[src/rtl/leitor_botoes.sv]
// Push-button front end: 2-flop sync, per-button debounce FSM, one-cycle press pulses.
// Optional auto-repeat while held is enabled by defining LEITOR_BOTOES_REPETE_EN.
module leitor_botoes #(
  parameter int N_BOTOES        = 8,
  parameter int DEBOUNCE_CICLOS = 500000,
  parameter int REPETE_CICLOS   = 25000000
) (
  input  logic                clk,
  input  logic                rst_n,
  input  logic [N_BOTOES-1:0] botoes_in,
  input  logic                habilita,
  output logic [N_BOTOES-1:0] pulsos,
  output logic [N_BOTOES-1:0] estavel,
  output logic                algum
);

  localparam int CW = (DEBOUNCE_CICLOS > 2) ? $clog2(DEBOUNCE_CICLOS) : 1;
  localparam logic [CW-1:0] CNT_MAX = CW'(DEBOUNCE_CICLOS - 1);

`ifdef LEITOR_BOTOES_REPETE_EN
  localparam int RW = (REPETE_CICLOS > 2) ? $clog2(REPETE_CICLOS) : 1;
  localparam logic [RW-1:0] REP_MAX = RW'(REPETE_CICLOS - 1);
`endif

  typedef enum logic [1:0] {
    SOLTO,
    CONF_PRESS,
    PRESSIONADO,
    CONF_SOLTA
  } estado_t;

  logic [N_BOTOES-1:0] s1_q;
  logic [N_BOTOES-1:0] s2_q;

  estado_t       estado_q [N_BOTOES];
  estado_t       estado_d [N_BOTOES];
  logic [CW-1:0] cnt_q    [N_BOTOES];
  logic [CW-1:0] cnt_d    [N_BOTOES];

  logic [N_BOTOES-1:0] estavel_q;
  logic [N_BOTOES-1:0] estavel_d;
  logic [N_BOTOES-1:0] pulsos_q;
  logic [N_BOTOES-1:0] pulsos_d;

`ifdef LEITOR_BOTOES_REPETE_EN
  logic [RW-1:0] rep_q [N_BOTOES];
  logic [RW-1:0] rep_d [N_BOTOES];
`endif

  always_comb begin
    for (int i = 0; i < N_BOTOES; i++) begin
      estado_d[i]  = estado_q[i];
      cnt_d[i]     = cnt_q[i];
      estavel_d[i] = estavel_q[i];
      pulsos_d[i]  = 1'b0;
`ifdef LEITOR_BOTOES_REPETE_EN
      rep_d[i]     = rep_q[i];
`endif
      unique case (estado_q[i])
        SOLTO: begin
          if (s2_q[i]) begin
            estado_d[i] = CONF_PRESS;
            cnt_d[i]    = '0;
          end
        end
        CONF_PRESS: begin
          if (!s2_q[i]) begin
            estado_d[i] = SOLTO;
          end else if (cnt_q[i] == CNT_MAX) begin
            estado_d[i]  = PRESSIONADO;
            estavel_d[i] = 1'b1;
            pulsos_d[i]  = habilita;
`ifdef LEITOR_BOTOES_REPETE_EN
            rep_d[i]     = '0;
`endif
          end else begin
            cnt_d[i] = cnt_q[i] + 1'b1;
          end
        end
        PRESSIONADO: begin
          if (!s2_q[i]) begin
            estado_d[i] = CONF_SOLTA;
            cnt_d[i]    = '0;
          end
        end
        CONF_SOLTA: begin
          if (s2_q[i]) begin
            estado_d[i] = PRESSIONADO;
          end else if (cnt_q[i] == CNT_MAX) begin
            estado_d[i]  = SOLTO;
            estavel_d[i] = 1'b0;
          end else begin
            cnt_d[i] = cnt_q[i] + 1'b1;
          end
        end
        default: begin
          estado_d[i] = SOLTO;
        end
      endcase
`ifdef LEITOR_BOTOES_REPETE_EN
      // Repeat timer runs across held and release-bounce states alike
      if (estado_q[i] == PRESSIONADO || estado_q[i] == CONF_SOLTA) begin
        if (rep_q[i] == REP_MAX) begin
          rep_d[i]    = '0;
          pulsos_d[i] = habilita;
        end else begin
          rep_d[i] = rep_q[i] + 1'b1;
        end
      end
      if (estado_d[i] == SOLTO) begin
        rep_d[i] = '0;
      end
`endif
    end
  end

  always_ff @(posedge clk or negedge rst_n) begin
    if (!rst_n) begin
      s1_q      <= '0;
      s2_q      <= '0;
      estavel_q <= '0;
      pulsos_q  <= '0;
      for (int i = 0; i < N_BOTOES; i++) begin
        estado_q[i] <= SOLTO;
        cnt_q[i]    <= '0;
`ifdef LEITOR_BOTOES_REPETE_EN
        rep_q[i]    <= '0;
`endif
      end
    end else begin
      s1_q      <= botoes_in;
      s2_q      <= s1_q;
      estavel_q <= estavel_d;
      pulsos_q  <= pulsos_d;
      for (int i = 0; i < N_BOTOES; i++) begin
        estado_q[i] <= estado_d[i];
        cnt_q[i]    <= cnt_d[i];
`ifdef LEITOR_BOTOES_REPETE_EN
        rep_q[i]    <= rep_d[i];
`endif
      end
    end
  end

  assign pulsos  = pulsos_q;
  assign estavel = estavel_q;
  assign algum   = |pulsos_q;

endmodule

[config.mk]
export PLATFORM = sky130hd
export DESIGN_NAME = leitor_botoes
export DESIGN_NICKNAME = d
export VERILOG_FILES = /design/src/rtl/leitor_botoes.sv
export SDC_FILE = /design/constraint.sdc
export NUM_CORES = 1
export LEC_CHECK = 0
export CAP_MARGIN = 20
export CORE_ASPECT_RATIO = 0.7
export CORE_MARGIN = 5
export CORE_UTILIZATION = 60
export DETAILED_ROUTE_END_ITERATION = 6
export PLACE_DENSITY_LB_ADDON = 0.08
export SETUP_SLACK_MARGIN = 0.1
export SYNTH_ARGS = -nofsm -noshare
export SYNTH_HDL_FRONTEND = slang
export SYNTH_SLANG_ARGS = --single-unit
[constraint.sdc]
create_clock -name clk -period 6 [get_ports clk]
set_clock_uncertainty 0.2 [all_clocks]
set_input_delay 0.9 -clock clk [delete_from_list [all_inputs] [get_ports clk]]
set_output_delay 0.9 -clock clk [all_outputs]
set_load 0.005 [all_outputs]
==> Word-level counts from Yosys, hierarchy flattened <==
Cells that the tools add are included.
{ "classes": {"n_eq_ne": 96, "muxes": 168, "n_addsub": 8, "reduce_logical": 41} }
{ "op_table": {"columns": ["cell", "count"], "rows": [
  ["19-bit 2-to-1 mux", 40],
  ["19-bit case mux with 4 select lines", 8],
  ["19-bit by 1-bit adder with 19-bit output, second input constant", 8],
  ["19-bit == test, second input constant", 8],
  ["2-bit 2-to-1 mux", 48],
  ["2-bit != test, second input constant", 48],
  ["2-bit case mux with 4 select lines", 8],
  ["4-bit AND reduction", 16],
  ["1-bit 2-to-1 mux", 56],
  ["3-bit != test, second input constant", 16],
  ["5-bit AND reduction", 8],
  ["2-bit == test, second input constant", 16],
  ["2-bit by 1-bit == test with 1-bit output, second input constant", 8],
  ["2-bit zero test", 8],
  ["1-bit case mux with 2 select lines", 8],
  ["2-bit nonzero test", 8],
  ["8-bit OR reduction", 1]
]} }
{ "totals": {"word_cells": 340, "input_bits": 11, "output_inout_bits": 17, "register_bits": 200} }

==> Longest topological paths before layout <==
Gate-level depths: netlist of the first run.
{ "logic_depth": {"ltp_word": 4, "ltp_mapped": 8, "depth_no_buf": 6} }

==> Least setup slack after synthesis of the first run <==
No wires, ideal clock.
{ "synth_path": {"path_type": "reg-to-reg", "start": "reg cnt_q[114] in the netlist's numbering", "end": "reg cnt_q[114] in the netlist's numbering", "slack_ns": 3.753, "path_buffers": 0, "arrival_ns": 1.926, "synth_period_minus_slack_ns": 2.247, "required_ns": 5.679, "path_stages_with_launch": 6, "path_cell_list": "dfrtp_1 -> ha_1 -> nand4_1 -> nor4_4 -> mux2_2 -> a22o_1"} }
{ "synth_between": {"elab_chain_cells": 4} }
{ "synth_rtl": {"columns": ["element", "line_no", "text"], "rows": [
  ["start: declaration", "37", "logic [CW-1:0] cnt_q [N_BOTOES];"],
  ["start signal: indexed assignment", "137", "cnt_q[i] <= cnt_d[i];"],
  ["19-bit by 1-bit adder with 19-bit output / 19-bit == test (equally long branches)", null, null],
  ["19-bit 2-to-1 mux (*)", "69, 89", null],
  ["19-bit 2-to-1 mux, on equally long branches", "87, 67", null],
  ["19-bit case mux with 4 select lines (*)", "59", "unique case (estado_q[i])"]
]} }
Every way passes the cells marked *; elsewhere a longest branch is shown, timed or not. The select of a mux whose other input is x is not followed.
A chain may end at the register's enable or synchronous reset.

==> Worst setup path in the final report of the first run <==
{ "layout_path": {"start": "reg estado_q[4] in the netlist's numbering", "end": "reg cnt_q[44] in the netlist's numbering"} }
{ "layout_between": {"elab_chain_cells": 3} }
{ "layout_rtl": {"columns": ["element", "line_no", "text"], "rows": [
  ["start: declaration", "35", "estado_t estado_q [N_BOTOES];"],
  ["start signal: indexed assignment", "136", "estado_q[i] <= estado_d[i];"],
  ["2-bit == test, or another cell as far along", "59", null],
  ["2-bit != test (no line)", null, null],
  ["4-bit AND reduction (no line)", null, null]
]} }
Several ways; a longest one is shown, not always the timed one.

==> out/summary.log, run 1 <==
qor: status.status finished, final reports clean
qor: critical_path.critical_path.reg2reg.endpoint cnt_q[44]$_DFFE_PN0P_
qor: route.drt_iter0_markers 1028
qor: power_and_ir_drop.post-layout-total-power 2770 uW
qor: global_route.first_pass_grt_wire_length 38200 um
qor: logic_synthesis.synth_nets 1175
qor: global_route.grt_pass1_vias 7775
qor: logic_synthesis.netlist_area 10700 um2
qor: clock_network.clock_path_buffers 2
qor: sta.timing.slew.headroom 29.0%
qor: power_and_ir_drop.relative_contribution_of_combinational_cells_to_total_power 6.1%
qor: sta.final_min_period_over_clock_period 49.9%
qor: clock_network.cts-buffers-inserted 17
qor: global_route.grt_util_met3 3.67%
qor: clock_network.cts_hold_repair.buffers 0
qor: clock_network.clock_sinks 200
qor: die.fp-row-count 40
qor: logic_synthesis.ys_async_sr_fraction 100%
qor: power_and_ir_drop.clkPwrFrac 40.6%
qor: logic_synthesis.cell_count_after_synthesis 1156
qor: global_route.grt_overflow 0
qor: power_and_ir_drop.power_density 234 nW/um2
qor: critical_path.critical_path_arrival 3.11 ns
qor: critical_path.timing.critical_path.cells nor4bb_1 -> nand4_1 -> o21bai_2 -> o21ai_0 -> a22o_1
qor: run.cap_viol_max_count 0
qor: global_route.globalRouteMet2Util 32.5%
qor: die.floorplan.die_area 20700 um2
qor: power_and_ir_drop.power.ir.vdd_worst 0.140 mV
qor: power_and_ir_drop.power_frac_seq 53.2%
qor: power_and_ir_drop.net_switching_power 683 uW
qor: sta.highest_achievable_clock_rate 334 MHz
qor: sta.final_hold_violations 0
qor: critical_path.timing.critical_path.required 6.11 ns
qor: logic_synthesis.synth_enable_flop_cells 0
qor: critical_path.critical-path-max-stage-delay 0.89 ns
qor: logic_synthesis.synth.yosys.warnings 0
qor: layout.antenna-diode-count 0
qor: placed_design.globalplace.congestion 0.852
qor: clock_network.cts_tree done
qor: clock_network.clkTransAtPathRegs 0.07 ns
qor: critical_path.timing.rr.start estado_q[4]$_DFFE_PN0P_
qor: route.detailedRoute.firstPassIterationCount 7
qor: layout.layout_common_cells 200 x sky130_fd_sc_hd__dfrtp_1, 167 x sky130_fd_sc_hd__nand2_1, 101 x sky130_fd_sc_hd__nand3_1, 79 x sky130_fd_sc_hd__nor2_1, 59 x sky130_fd_sc_hd__o21ai_0
qor: global_route.gr-max-usage-layer met1
qor: die.start_util 61.8%
qor: sta.rsz_0062_raised_after_global_routing no
qor: critical_path.cp_top_family compound AO/OA/AOI/OAI gates
qor: route.routedWlPerCell 15.9 um
qor: critical_path.cp-end-kind flip-flop
qor: logic_synthesis.synth-seq-area-share 46.6%
qor: route.routed_via_density 6.17
qor: layout.multi_input_comb_area 5440 um2
qor: critical_path.setup.reg_to_reg.worst_slack 3.00 ns
qor: sta.finalSetupTns 0 ns
qor: clock_network.ctsHtreeMaxLevel 4
qor: critical_path.critPathKind reg -> reg
qor: sta.tightest_slew 1.06 ns
qor: clock_network.postCtsSetupBuffers 0
qor: logic_synthesis.post_synth.cell_area_avg 9.29 um2
qor: logic_synthesis.ys_ff_latch 200
qor: critical_path.r2r.worst_path.cells 5
qor: worst_hold_path.hold_path.class reg -> reg
qor: global_route.grtUsageTotal 22.2%
qor: sta.finalWorstSetupSlack 3.00 ns
qor: power_and_ir_drop.power_leakage 0.00492 uW
qor: critical_path.cp.buffers_inverters 0
qor: die.chipWidth 170 um
qor: power_and_ir_drop.power.share.switching 24.7%
qor: layout.final_common_cell sky130_fd_sc_hd__dfrtp_1
qor: logic_synthesis.synth_flop_cell sky130_fd_sc_hd__dfrtp_1
qor: sta.setup_violations 0
qor: layout.layout.filler_cells 1367
qor: sta.layout_min_cycle_time 3.00 ns
qor: critical_path.cp.depth 5
qor: layout.area_growth 9.92%
qor: route.finalWirelength 22400 um
qor: layout.final-seq-area 5000 um2
qor: clock_network.clock_tree.root_cell sky130_fd_sc_hd__clkbuf_16
qor: layout.num-nets-final 1184
qor: placed_design.pre_cts_slack 2.85 ns
qor: clock_network.post_cts_resized 0
qor: placed_design.numPortBuffers 27
qor: clock_network.clock_latency 0.43 ns
qor: critical_path.timing.critical_path.from_type flip-flop
qor: route.num_vias 8699
qor: global_route.grtUsageMet1 33.9%
qor: critical_path.crit_path_start estado_q[4]$_DFFE_PN0P_
qor: global_route.grt_antenna_before_repair 0
qor: sta.final-max-slew-violation-count 0
qor: die.vert_die_dim 122 um
qor: critical_path.timing.critical_path.slowest_stage_cell sky130_fd_sc_hd__dfrtp_1
qor: logic_synthesis.post_synth_num_cell_types 71
qor: layout.final_layout_size_suffix_gt1_share 6.79%
qor: power_and_ir_drop.cellInternalPower 2080 uW
qor: route.drc_errors 0
qor: die.pin_count 28
qor: critical_path.worst-path-max-fanout 31
qor: critical_path.timing.critical_path.to cnt_q[44]$_DFFE_PN0P_
qor: placed_design.dp_hpwl 14400 um
qor: global_route.grt_start_max_net_pins 99
qor: route.antenna_left 0
qor: die.placeable_core_area 17400 um2
Yosys cell counts (4+ instances only):
master | n | area share (%)
sky130_fd_sc_hd__or4_1 | 11 | 0.77
sky130_fd_sc_hd__and3_1 | 17 | 0.99
sky130_fd_sc_hd__clkbuf_1 | 33 | 1.2
sky130_fd_sc_hd__or3_1 | 12 | 0.70
sky130_fd_sc_hd__o21ai_0 | 59 | 2.8
sky130_fd_sc_hd__a21oi_1 | 30 | 1.4
sky130_fd_sc_hd__nand4_1 | 41 | 2.4
sky130_fd_sc_hd__buf_4 | 5 | 0.35
sky130_fd_sc_hd__nand3b_1 | 16 | 1.1
sky130_fd_sc_hd__nor2_1 | 79 | 2.8
sky130_fd_sc_hd__or2_2 | 5 | 0.29
sky130_fd_sc_hd__o221ai_1 | 14 | 1.1
sky130_fd_sc_hd__o31ai_1 | 6 | 0.42
sky130_fd_sc_hd__inv_1 | 31 | 1.1
sky130_fd_sc_hd__or4b_2 | 6 | 0.56
sky130_fd_sc_hd__nor4bb_1 | 4 | 0.37
sky130_fd_sc_hd__o211ai_1 | 20 | 1.4
sky130_fd_sc_hd__nand4b_1 | 4 | 0.33
sky130_fd_sc_hd__or4b_1 | 12 | 1.1
sky130_fd_sc_hd__and4_1 | 11 | 0.90
sky130_fd_sc_hd__xor2_1 | 17 | 1.4
sky130_fd_sc_hd__and4b_1 | 6 | 0.56
sky130_fd_sc_hd__ha_1 | 8 | 0.93
sky130_fd_sc_hd__o41ai_1 | 6 | 0.49
sky130_fd_sc_hd__nor3_1 | 31 | 1.4
sky130_fd_sc_hd__nand3_1 | 101 | 4.7
sky130_fd_sc_hd__buf_2 | 8 | 0.37
sky130_fd_sc_hd__dfrtp_1 | 200 | 47
sky130_fd_sc_hd__a22o_1 | 31 | 2.5
sky130_fd_sc_hd__o311ai_0 | 7 | 0.57
sky130_fd_sc_hd__nand2_1 | 167 | 5.8
sky130_fd_sc_hd__a21o_1 | 14 | 0.98
sky130_fd_sc_hd__nor4_1 | 14 | 0.82
sky130_fd_sc_hd__mux2i_1 | 19 | 1.8
sky130_fd_sc_hd__xnor2_1 | 13 | 1.1
sky130_fd_sc_hd__nor4b_1 | 16 | 1.3
sky130_fd_sc_hd__and2_1 | 9 | 0.52
sky130_fd_sc_hd__a31oi_1 | 5 | 0.29
sky130_fd_sc_hd__nand2b_1 | 11 | 0.64
sky130_fd_sc_hd__mux2_2 | 14 | 1.5
worst min-delay path by stage:
stage                           start                 to  slack, ns  cells after the start
floorplan           s1_q[0]$_DFF_PN0_  s2_q[0]$_DFF_PN0_       0.13                      0
detailed placement  s1_q[0]$_DFF_PN0_  s2_q[0]$_DFF_PN0_       0.13                      0
global placement    s1_q[1]$_DFF_PN0_  s2_q[1]$_DFF_PN0_       0.13                      0
CTS                 s1_q[0]$_DFF_PN0_  s2_q[0]$_DFF_PN0_       0.15                      0
finish              s1_q[0]$_DFF_PN0_  s2_q[0]$_DFF_PN0_       0.15                      0
global route        s1_q[1]$_DFF_PN0_  s2_q[1]$_DFF_PN0_       0.16                      0
flip-flops by register name (all words and copies together), names as in the netlist, named ones only:
| register | count |
|---|---|
| pulsos | 8 |
| s1_q | 8 |
| s2_q | 8 |
| cnt_q | 152 |
| estado_q | 8 |
| estavel | 8 |
cell families after synthesis:
logic type      Yosys count  synth area share (%)
buf+inv                  80                  3.08
compound gates          219                  14.2
mux                      33                  3.24
simple gates            586                  29.4
flops                   200                  46.6
fa+ha+maj                 8                 0.933
xor+xnor                 30                  2.45
power groups by stage:
stage | Clock, uW | Combinational (uW) | Sequential [uW]
floorplan | 0 | 123 | 1470
global placement | 0 | 165 | 1490
detailed placement | 0 | 170 | 1500
CTS | 1150 | 170 | 1470
global route | 1200 | 195 | 1480
finish | 1120 | 169 | 1470
routing by layer:
| layer | part of all wire, % | vias up |
|---|---|---|
| met2 | 44 | 128 |
| met3 | 2.9 | 23 |
| met4 | 1.6 | 0 |
| met5 | 0 | - |
| met1 | 52 | 4212 |
| li1 | - | 4336 |
stage by stage:
| step | hold WS (ns) | utilization [%] | instances | area [um2] |
|---|---|---|---|---|
| finish | 0.149 | 67.9 | 1409 | 11800 |
| global route | 0.161 | 67.9 | 1409 | 11800 |
| CTS | 0.151 | 67.7 | 1406 | 11800 |
| detailed placement | 0.135 | 64.4 | 1374 | 11200 |
| global placement | 0.132 | 64.4 | 1374 | 11200 |
| floorplan | 0.131 | - | 1156 | 10700 |
cell type report:
type	instances	share of cell area, %
clock buffers	20	3.79
inverters	32	1.02
well taps	231	2.45
flip-flops and latches	200	42.4
multi-input cells	876	46.1
repair buffers	38	3.15
clock inverters	12	1.08
Note: power is estimated with default switching activity, not from simulation.
==> run 2: changes to the inputs <==
Settings changed: CORE_UTILIZATION 60 to 56.
Clock period 6 ns to 2.5 ns, I/O delays scaled along.
==> run 2 against run 1 <==
Fmax grew 31%. Design area is 3.8% higher. Flip-flop and latch count did not move. Sequential power grew 140%. Die area is 6.6% higher. Core utilization is 3.0 points lower. Hold slack gained 0.0014 ns. First-iteration DRC count decreased by 15%. Combinational power grew to 2.9 times the previous value. Critical path type unchanged.
==> out/summary.log, run 2 (same netlist as run 1, synthesis figures left out) <==
qor: global_route.grt_start_max_net_pins 59 [-40%]
qor: critical_path.r2r.worst_path.cells 7 [+2]
qor: layout.final_area 12200 um2 [+3.8%]
qor: critical_path.timing.critical_path.to cnt_q[106]$_DFFE_PN0P_
qor: placed_design.globalplace.congestion 0.843 [-1.0%]
qor: sta.rsz_0062_raised_after_global_routing yes
qor: route.antenna_left 0 [unchanged]
qor: layout.layout.filler_cells 1542 [+13%]
qor: layout.final_layout_size_suffix_gt1_share 10.5% [+3.7 points]
qor: global_route.grt_overflow 0 [unchanged]
qor: sta.final_min_period_over_clock_period 91.7% [+42 points]
qor: critical_path.worst-path-max-fanout 30 [-3.2%]
qor: placed_design.dp_hpwl 16100 um [+12%]
qor: critical_path.critPathKind reg -> reg
qor: placed_design.postPlaceCellArea 11600 um2 [+3.4%]
qor: clock_network.clock_sinks 200 [unchanged]
qor: die.pin_count 28 [unchanged]
qor: route.num_vias 9041 [+3.9%]
qor: layout.num-nets-final 1229 [+3.8%]
qor: sta.layout_min_cycle_time 2.29 ns [-0.704 ns]
qor: die.chipWidth 175 um [+3.3%]
qor: route.routedWlPerCell 16.2 um [+1.8%]
qor: critical_path.timing.critical_path.required 2.67 ns [-3.44 ns]
qor: layout.area_growth 14.1%
qor: clock_network.clock_tree.root_cell sky130_fd_sc_hd__clkbuf_16
qor: clock_network.clock_path_buffers 2 [unchanged]
qor: critical_path.critical_path_arrival 2.46 ns [-0.65 ns]
qor: global_route.first_pass_grt_wire_length 41200 um [+7.7%]
qor: route.finalWirelength 23700 um [+5.7%]
qor: critical_path.timing.critical_path.from_type flip-flop
qor: critical_path.setup.reg_to_reg.worst_slack 0.21 ns [-2.80 ns]
qor: global_route.grt_pass1_vias 8535 [+9.8%]
qor: run.cap_viol_max_count 0 [unchanged]
qor: critical_path.crit_path_start cnt_q[96]$_DFFE_PN0P_
qor: layout.largest_register cnt_q
qor: global_route.grt_antenna_before_repair 0 [unchanged]
qor: sta.final-max-slew-violation-count 0 [unchanged]
qor: route.detailedRoute.firstPassIterationCount 6 [-1]
qor: die.fp-row-count 42 [+5.0%]
qor: clock_network.clkTransAtPathRegs 0.07 ns [about the same]
qor: worst_hold_path.hold_path.class reg -> reg
qor: layout.largest_register_ff_count 152 [unchanged]
qor: critical_path.timing.rr.start cnt_q[96]$_DFFE_PN0P_
qor: die.vert_die_dim 126 um [+3.2%]
qor: die.floorplan.die_area 22100 um2 [+6.6%]
qor: route.routed_via_density 6.18 [about the same]
qor: sta.tightest_slew 0.739 ns [-0.325 ns]
qor: layout.final-seq-area 5000 um2 [unchanged]
qor: status.status finished, final reports clean
qor: layout.antenna-diode-count 0 [unchanged]
qor: critical_path.cp-end-kind flip-flop
qor: power_and_ir_drop.power_density 546 nW/um2 [+130%]
qor: route.drt_iter0_markers 871 [-15%]
qor: clock_network.cts-buffers-inserted 17 [unchanged]
qor: clock_network.cts_tree done
qor: global_route.grtUsageTotal 22.0% [-0.22 points]
qor: clock_network.ctsHtreeMaxLevel 4 [unchanged]
qor: layout.final_common_cell sky130_fd_sc_hd__dfrtp_1
qor: sta.setup_violations 0 [unchanged]
qor: layout.multi_input_comb_area 5490 um2 [+0.87%]
qor: sta.highest_achievable_clock_rate 436 MHz [+31%]
qor: clock_network.clock_latency 0.43 ns [about the same]
qor: layout.layout_common_cells 200 x sky130_fd_sc_hd__dfrtp_1, 167 x sky130_fd_sc_hd__nand2_1, 101 x sky130_fd_sc_hd__nand3_1, 79 x sky130_fd_sc_hd__nor2_1, 59 x sky130_fd_sc_hd__o21ai_0
qor: power_and_ir_drop.power_leakage 0.00520 uW [+5.6%]
qor: route.drc_errors 0 [unchanged]
qor: placed_design.numPortBuffers 27 [unchanged]
qor: sta.timing.slew.headroom 50.5% [+21 points]
qor: sta.finalSetupTns 0 ns [unchanged]
qor: power_and_ir_drop.power.ir.vdd_worst 0.427 mV [+200%]
qor: critical_path.critical_path.reg2reg.endpoint cnt_q[106]$_DFFE_PN0P_
qor: sta.final_hold_violations 0 [unchanged]
qor: die.placeable_core_area 18900 um2 [+8.6%]
qor: die.start_util 56.9% [-4.9 points]
[run 2: cell types whose count changed in the layout (fill, tap and decap cells not counted), moves of 2 or more]
cell                         previous run  this run
sky130_fd_sc_hd__buf_4                  9        49
sky130_fd_sc_hd__nor4_1                14        12
sky130_fd_sc_hd__clkbuf_8               2         0
sky130_fd_sc_hd__buf_12                 0         5
sky130_fd_sc_hd__clkinv_2               4         0
sky130_fd_sc_hd__clkinvlp_4             4         2
sky130_fd_sc_hd__inv_6                  0         6
[run 2: critical path: stages, from the launching register on]
cell and delay, ns:
sky130_fd_sc_hd__dfrtp_1 0.41, sky130_fd_sc_hd__ha_1 0.20, sky130_fd_sc_hd__and4_1 0.25, sky130_fd_sc_hd__nand4_4 0.14
sky130_fd_sc_hd__o31ai_4 0.09, sky130_fd_sc_hd__buf_12 0.18, sky130_fd_sc_hd__or4b_2 0.63, sky130_fd_sc_hd__nand3_1 0.10
[run 2: cell type report]
type	instances	share of cell area (%)
Inverter	32	0.981
Tap cell	242	2.47
Sequential cell	200	40.9
Clock inverter	13	1.10
Multi-Input combinational cell	876	44.8
Clock buffer	18	3.50
Timing Repair Buffer	83	6.26
[run 2: repair_timing]
item / in CTS / in global routing
setup buffers: 1 / 6
pin swaps: 0 / 3
endpoints found under the hold margin: 200 / 0
resized for setup: 0 / 9
hold buffers: 1 / 0
setup endpoints to repair: 1 / 10
[run 2: power by group]
part / internal [uW] / leakage [uW] / switching, uW
sequential: 3350 / 0.00272 / 157
combinational: 204 / 0.00221 / 294
clock: 1400 / 0.000271 / 1280
[run 2: worst min-delay path by stage]
stage	end	slack (ns)	cells after the start	start
after global routing	s1_q[2]$_DFF_PN0_	0.16	1	botoes_in[2]
after floorplan	async pin	-0.12	0	rst_n
after detailed placement	cnt_q[50]$_DFFE_PN0P_	0.05	1	rst_n
final	s2_q[6]$_DFF_PN0_	0.15	0	s1_q[6]$_DFF_PN0_
after CTS	s2_q[6]$_DFF_PN0_	0.15	0	s1_q[6]$_DFF_PN0_
after global placement	cnt_q[50]$_DFFE_PN0P_	0.05	1	rst_n
[run 2: metal layers]
metal	global-route usage [%]	wire (um)	up-vias
met4	4.90	240	0
met1	33.0	11800	4373
met5	0	0	-
met2	33.7	10600	205
met3	3.86	1050	26
li1	-	-	4437
[run 2: through the flow]
stage | power [uW] | std cells | setup slack (ns) | util, % | hold WS [ns]
finish | 6690 | 1464 | 0.207 | 64.9 | 0.151
global route | 6990 | 1464 | 0.0933 | 64.9 | 0.155
CTS | 6750 | 1458 | 0.130 | 64.4 | 0.153
detailed placement | 4060 | 1425 | 0.180 | 61.3 | 0.0527
floorplan | 3820 | 1156 | 0.253 | - | -0.121
global placement | 4040 | 1425 | 0.224 | 61.3 | 0.0511
==> run 3: changes to the inputs <==
Settings changed: CTS_BUF_LIST set to sky130_fd_sc_hd__clkbuf_8 sky130_fd_sc_hd__clkbuf_16.
==> run 3 against run 2 <==
Design area stayed put. Non-clock buffer count stayed put. Clock-buffer cell count is 1 lower. Hold slack hardly changed. Combinational power hardly changed. Critical path type unchanged. Largest cell class unchanged. Largest power group unchanged.
==> out/summary.log, run 3 (same netlist as run 1, synthesis figures left out) <==
qor: critical_path.timing.critical_path.required 2.66 ns [about the same]
qor: sta.finalSetupTns 0 ns [unchanged]
qor: die.placeable_core_area 18900 um2 [unchanged]
qor: status.status finished, final reports clean
qor: run.cap_viol_max_count 0 [unchanged]
qor: clock_network.clock_sinks 200 [unchanged]
qor: clock_network.clkTransAtPathRegs 0.07 ns [about the same]
qor: die.pin_count 28 [unchanged]
qor: critical_path.timing.critical_path.from_type flip-flop
qor: placed_design.globalplace.congestion 0.843 [unchanged]
qor: critical_path.timing.rr.start cnt_q[96]$_DFFE_PN0P_
qor: layout.num-nets-final 1229 [unchanged]
qor: power_and_ir_drop.power_density 546 nW/um2 [about the same]
qor: layout.largest_register_ff_count 152 [unchanged]
qor: global_route.grt_start_max_net_pins 59 [unchanged]
qor: die.start_util 56.9% [unchanged]
qor: clock_network.clock_tree.root_cell sky130_fd_sc_hd__clkbuf_16
qor: worst_hold_path.hold-path-endpoint s2_q[6]$_DFF_PN0_
qor: critical_path.critical_path_arrival 2.46 ns [about the same]
qor: worst_hold_path.hold_path.class reg -> reg
qor: critical_path.setup.reg_to_reg.worst_slack 0.21 ns [about the same]
qor: power_and_ir_drop.power.ir.vdd_worst 0.426 mV [-0.13%]
qor: route.finalWirelength 23700 um [about the same]
qor: layout.layout_common_cells 200 x sky130_fd_sc_hd__dfrtp_1, 167 x sky130_fd_sc_hd__nand2_1, 101 x sky130_fd_sc_hd__nand3_1, 79 x sky130_fd_sc_hd__nor2_1, 59 x sky130_fd_sc_hd__o21ai_0
qor: layout.multi_input_comb_area 5490 um2 [unchanged]
qor: critical_path.critPathKind reg -> reg
qor: critical_path.r2r.worst_path.cells 7 [unchanged]
qor: sta.highest_achievable_clock_rate 436 MHz [about the same]
qor: power_and_ir_drop.power.share.switching 26.0% [+0.047 points]
qor: critical_path.critical_path.reg2reg.endpoint cnt_q[106]$_DFFE_PN0P_
qor: die.floorplan.die_area 22100 um2 [unchanged]
qor: placed_design.numPortBuffers 27 [unchanged]
qor: global_route.first_pass_grt_wire_length 41200 um [unchanged]
qor: power_and_ir_drop.clkPwrFrac 40.1% [about the same]
qor: die.vert_die_dim 126 um [unchanged]
qor: clock_network.cts_tree done
qor: layout.area_growth 14.1% [unchanged]
qor: global_route.grt_pass1_vias 8535 [unchanged]
qor: layout.largest_register cnt_q
qor: power_and_ir_drop.power_leakage 0.00520 uW [about the same]
qor: die.chipWidth 175 um [unchanged]
qor: layout.layout.filler_cells 1542 [unchanged]
qor: layout.final-seq-area 5000 um2 [unchanged]
qor: power_and_ir_drop.net_switching_power 1740 uW [+0.17%]
qor: layout.final_common_cell sky130_fd_sc_hd__dfrtp_1
qor: sta.final_hold_violations 0 [unchanged]
qor: sta.timing.slew.headroom 50.5% [about the same]
qor: route.drt_iter0_markers 871 [unchanged]
qor: sta.layout_min_cycle_time 2.29 ns [+0.0000910 ns]
qor: critical_path.worst-path-max-fanout 30 [unchanged]
qor: route.routed_via_density 6.17 [about the same]
qor: sta.tightest_slew 0.739 ns [-0.000401 ns]
qor: sta.final_min_period_over_clock_period 91.7% [about the same]
qor: critical_path.cp-end-kind flip-flop
qor: sta.finalHoldWorstSlack 0.151 ns [-0.00000100 ns]
qor: power_and_ir_drop.post-layout-total-power 6680 uW [about the same]
qor: global_route.grtUsageTotal 22.0% [unchanged]
qor: worst_hold_path.timing.hold.worst_path_depth 0 [unchanged]
qor: route.routedWlPerCell 16.2 um [about the same]
qor: worst_hold_path.hold_path.startpoint s1_q[6]$_DFF_PN0_
qor: clock_network.clock_path_buffers 2 [unchanged]
qor: sta.final-max-slew-violation-count 0 [unchanged]
qor: sta.rsz_0062_raised_after_global_routing yes
qor: route.drc_errors 0 [unchanged]
qor: power_and_ir_drop.power_frac_seq 52.4% [about the same]
qor: layout.final_layout_size_suffix_gt1_share 10.5% [unchanged]
qor: placed_design.dp_hpwl 16100 um [unchanged]
qor: route.num_vias 9032 [-0.10%]
qor: sta.setup_violations 0 [unchanged]
qor: global_route.grt_overflow 0 [unchanged]
qor: route.detailedRoute.firstPassIterationCount 6 [unchanged]
qor: clock_network.ctsHtreeMaxLevel 4 [unchanged]
qor: power_and_ir_drop.relative_contribution_of_combinational_cells_to_total_power 7.4% [about the same]
qor: die.fp-row-count 42 [unchanged]
qor: clock_network.cts-buffers-inserted 17 [unchanged]
qor: layout.antenna-diode-count 0 [unchanged]
qor: power_and_ir_drop.cellInternalPower 4950 uW [about the same]
qor: global_route.grt_antenna_before_repair 0 [unchanged]
qor: route.antenna_left 0 [unchanged]
qor: clock_network.clock_latency 0.43 ns [about the same]
run 3: power by group through the flow:
stage	combinational, uW	sequential (uW)	clock [uW]
floorplan	296	3520	0
global placement	483	3560	0
detailed placement	495	3560	0
CTS	498	3500	2750
global route	567	3530	2890
finish	497	3500	2680
run 3: how the worst max path moves through the flow:
stage	from	to	slack, ns	cells past startpoint
after floorplan	cnt_q[114]$_DFFE_PN0P_	cnt_q[114]$_DFFE_PN0P_	0.25	5
after global placement	cnt_q[83]$_DFFE_PN0P_	cnt_q[78]$_DFFE_PN0P_	0.22	5
final	cnt_q[96]$_DFFE_PN0P_	cnt_q[106]$_DFFE_PN0P_	0.21	7
after global routing	cnt_q[45]$_DFFE_PN0P_	cnt_q[55]$_DFFE_PN0P_	0.09	5
after detailed placement	cnt_q[95]$_DFFE_PN0P_	cnt_q[98]$_DFFE_PN0P_	0.18	7
after CTS	pulsos[0]$_DFF_PN0_	algum	0.13	4
run 3: what timing repair did:
action,in CTS,in global routing
gates cloned,0,0
hold buffers,1,0
endpoints found under the hold margin,200,0
endpoints found under the setup margin,1,10
pin swaps,0,3
buffers inserted,1,6
gates resized for setup,0,9
run 3: final cells by class:
| cell class | count | area share (%) |
|---|---|---|
| Clock buffer | 17 | 3.47 |
| Clock inverter | 14 | 1.13 |
| Inverter | 32 | 0.981 |
| Multi-Input combinational cell | 876 | 44.8 |
| Sequential cell | 200 | 40.9 |
| Tap cell | 242 | 2.47 |
| Timing Repair Buffer | 83 | 6.26 |
run 3: routing by layer:
metal	vias to the layer above	track usage [%]	part of all wire [%]
met4	0	4.90	1.0
met3	26	3.86	4.3
met5	-	0	0
met1	4369	33.0	50
li1	4438	-	-
met2	199	33.7	44
run 3: worst max-delay path: stages (launching register included):
cell and delay (ns):
sky130_fd_sc_hd__dfrtp_1 0.41, sky130_fd_sc_hd__ha_1 0.20, sky130_fd_sc_hd__and4_1 0.25, sky130_fd_sc_hd__nand4_4 0.14, sky130_fd_sc_hd__o31ai_4 0.09, sky130_fd_sc_hd__buf_12 0.18
sky130_fd_sc_hd__or4b_2 0.63, sky130_fd_sc_hd__nand3_1 0.10
run 3: metrics by stage:
stage / instance area (um2) / std cells / utilization (%) / worst slack, ns
finish: 12200 / 1464 / 64.9 / 0.207
global route: 12200 / 1464 / 64.9 / 0.0933
CTS: 12100 / 1458 / 64.4 / 0.130
detailed placement: 11600 / 1425 / 61.3 / 0.180
global placement: 11600 / 1425 / 61.3 / 0.224
floorplan: 10700 / 1156 / - / 0.253
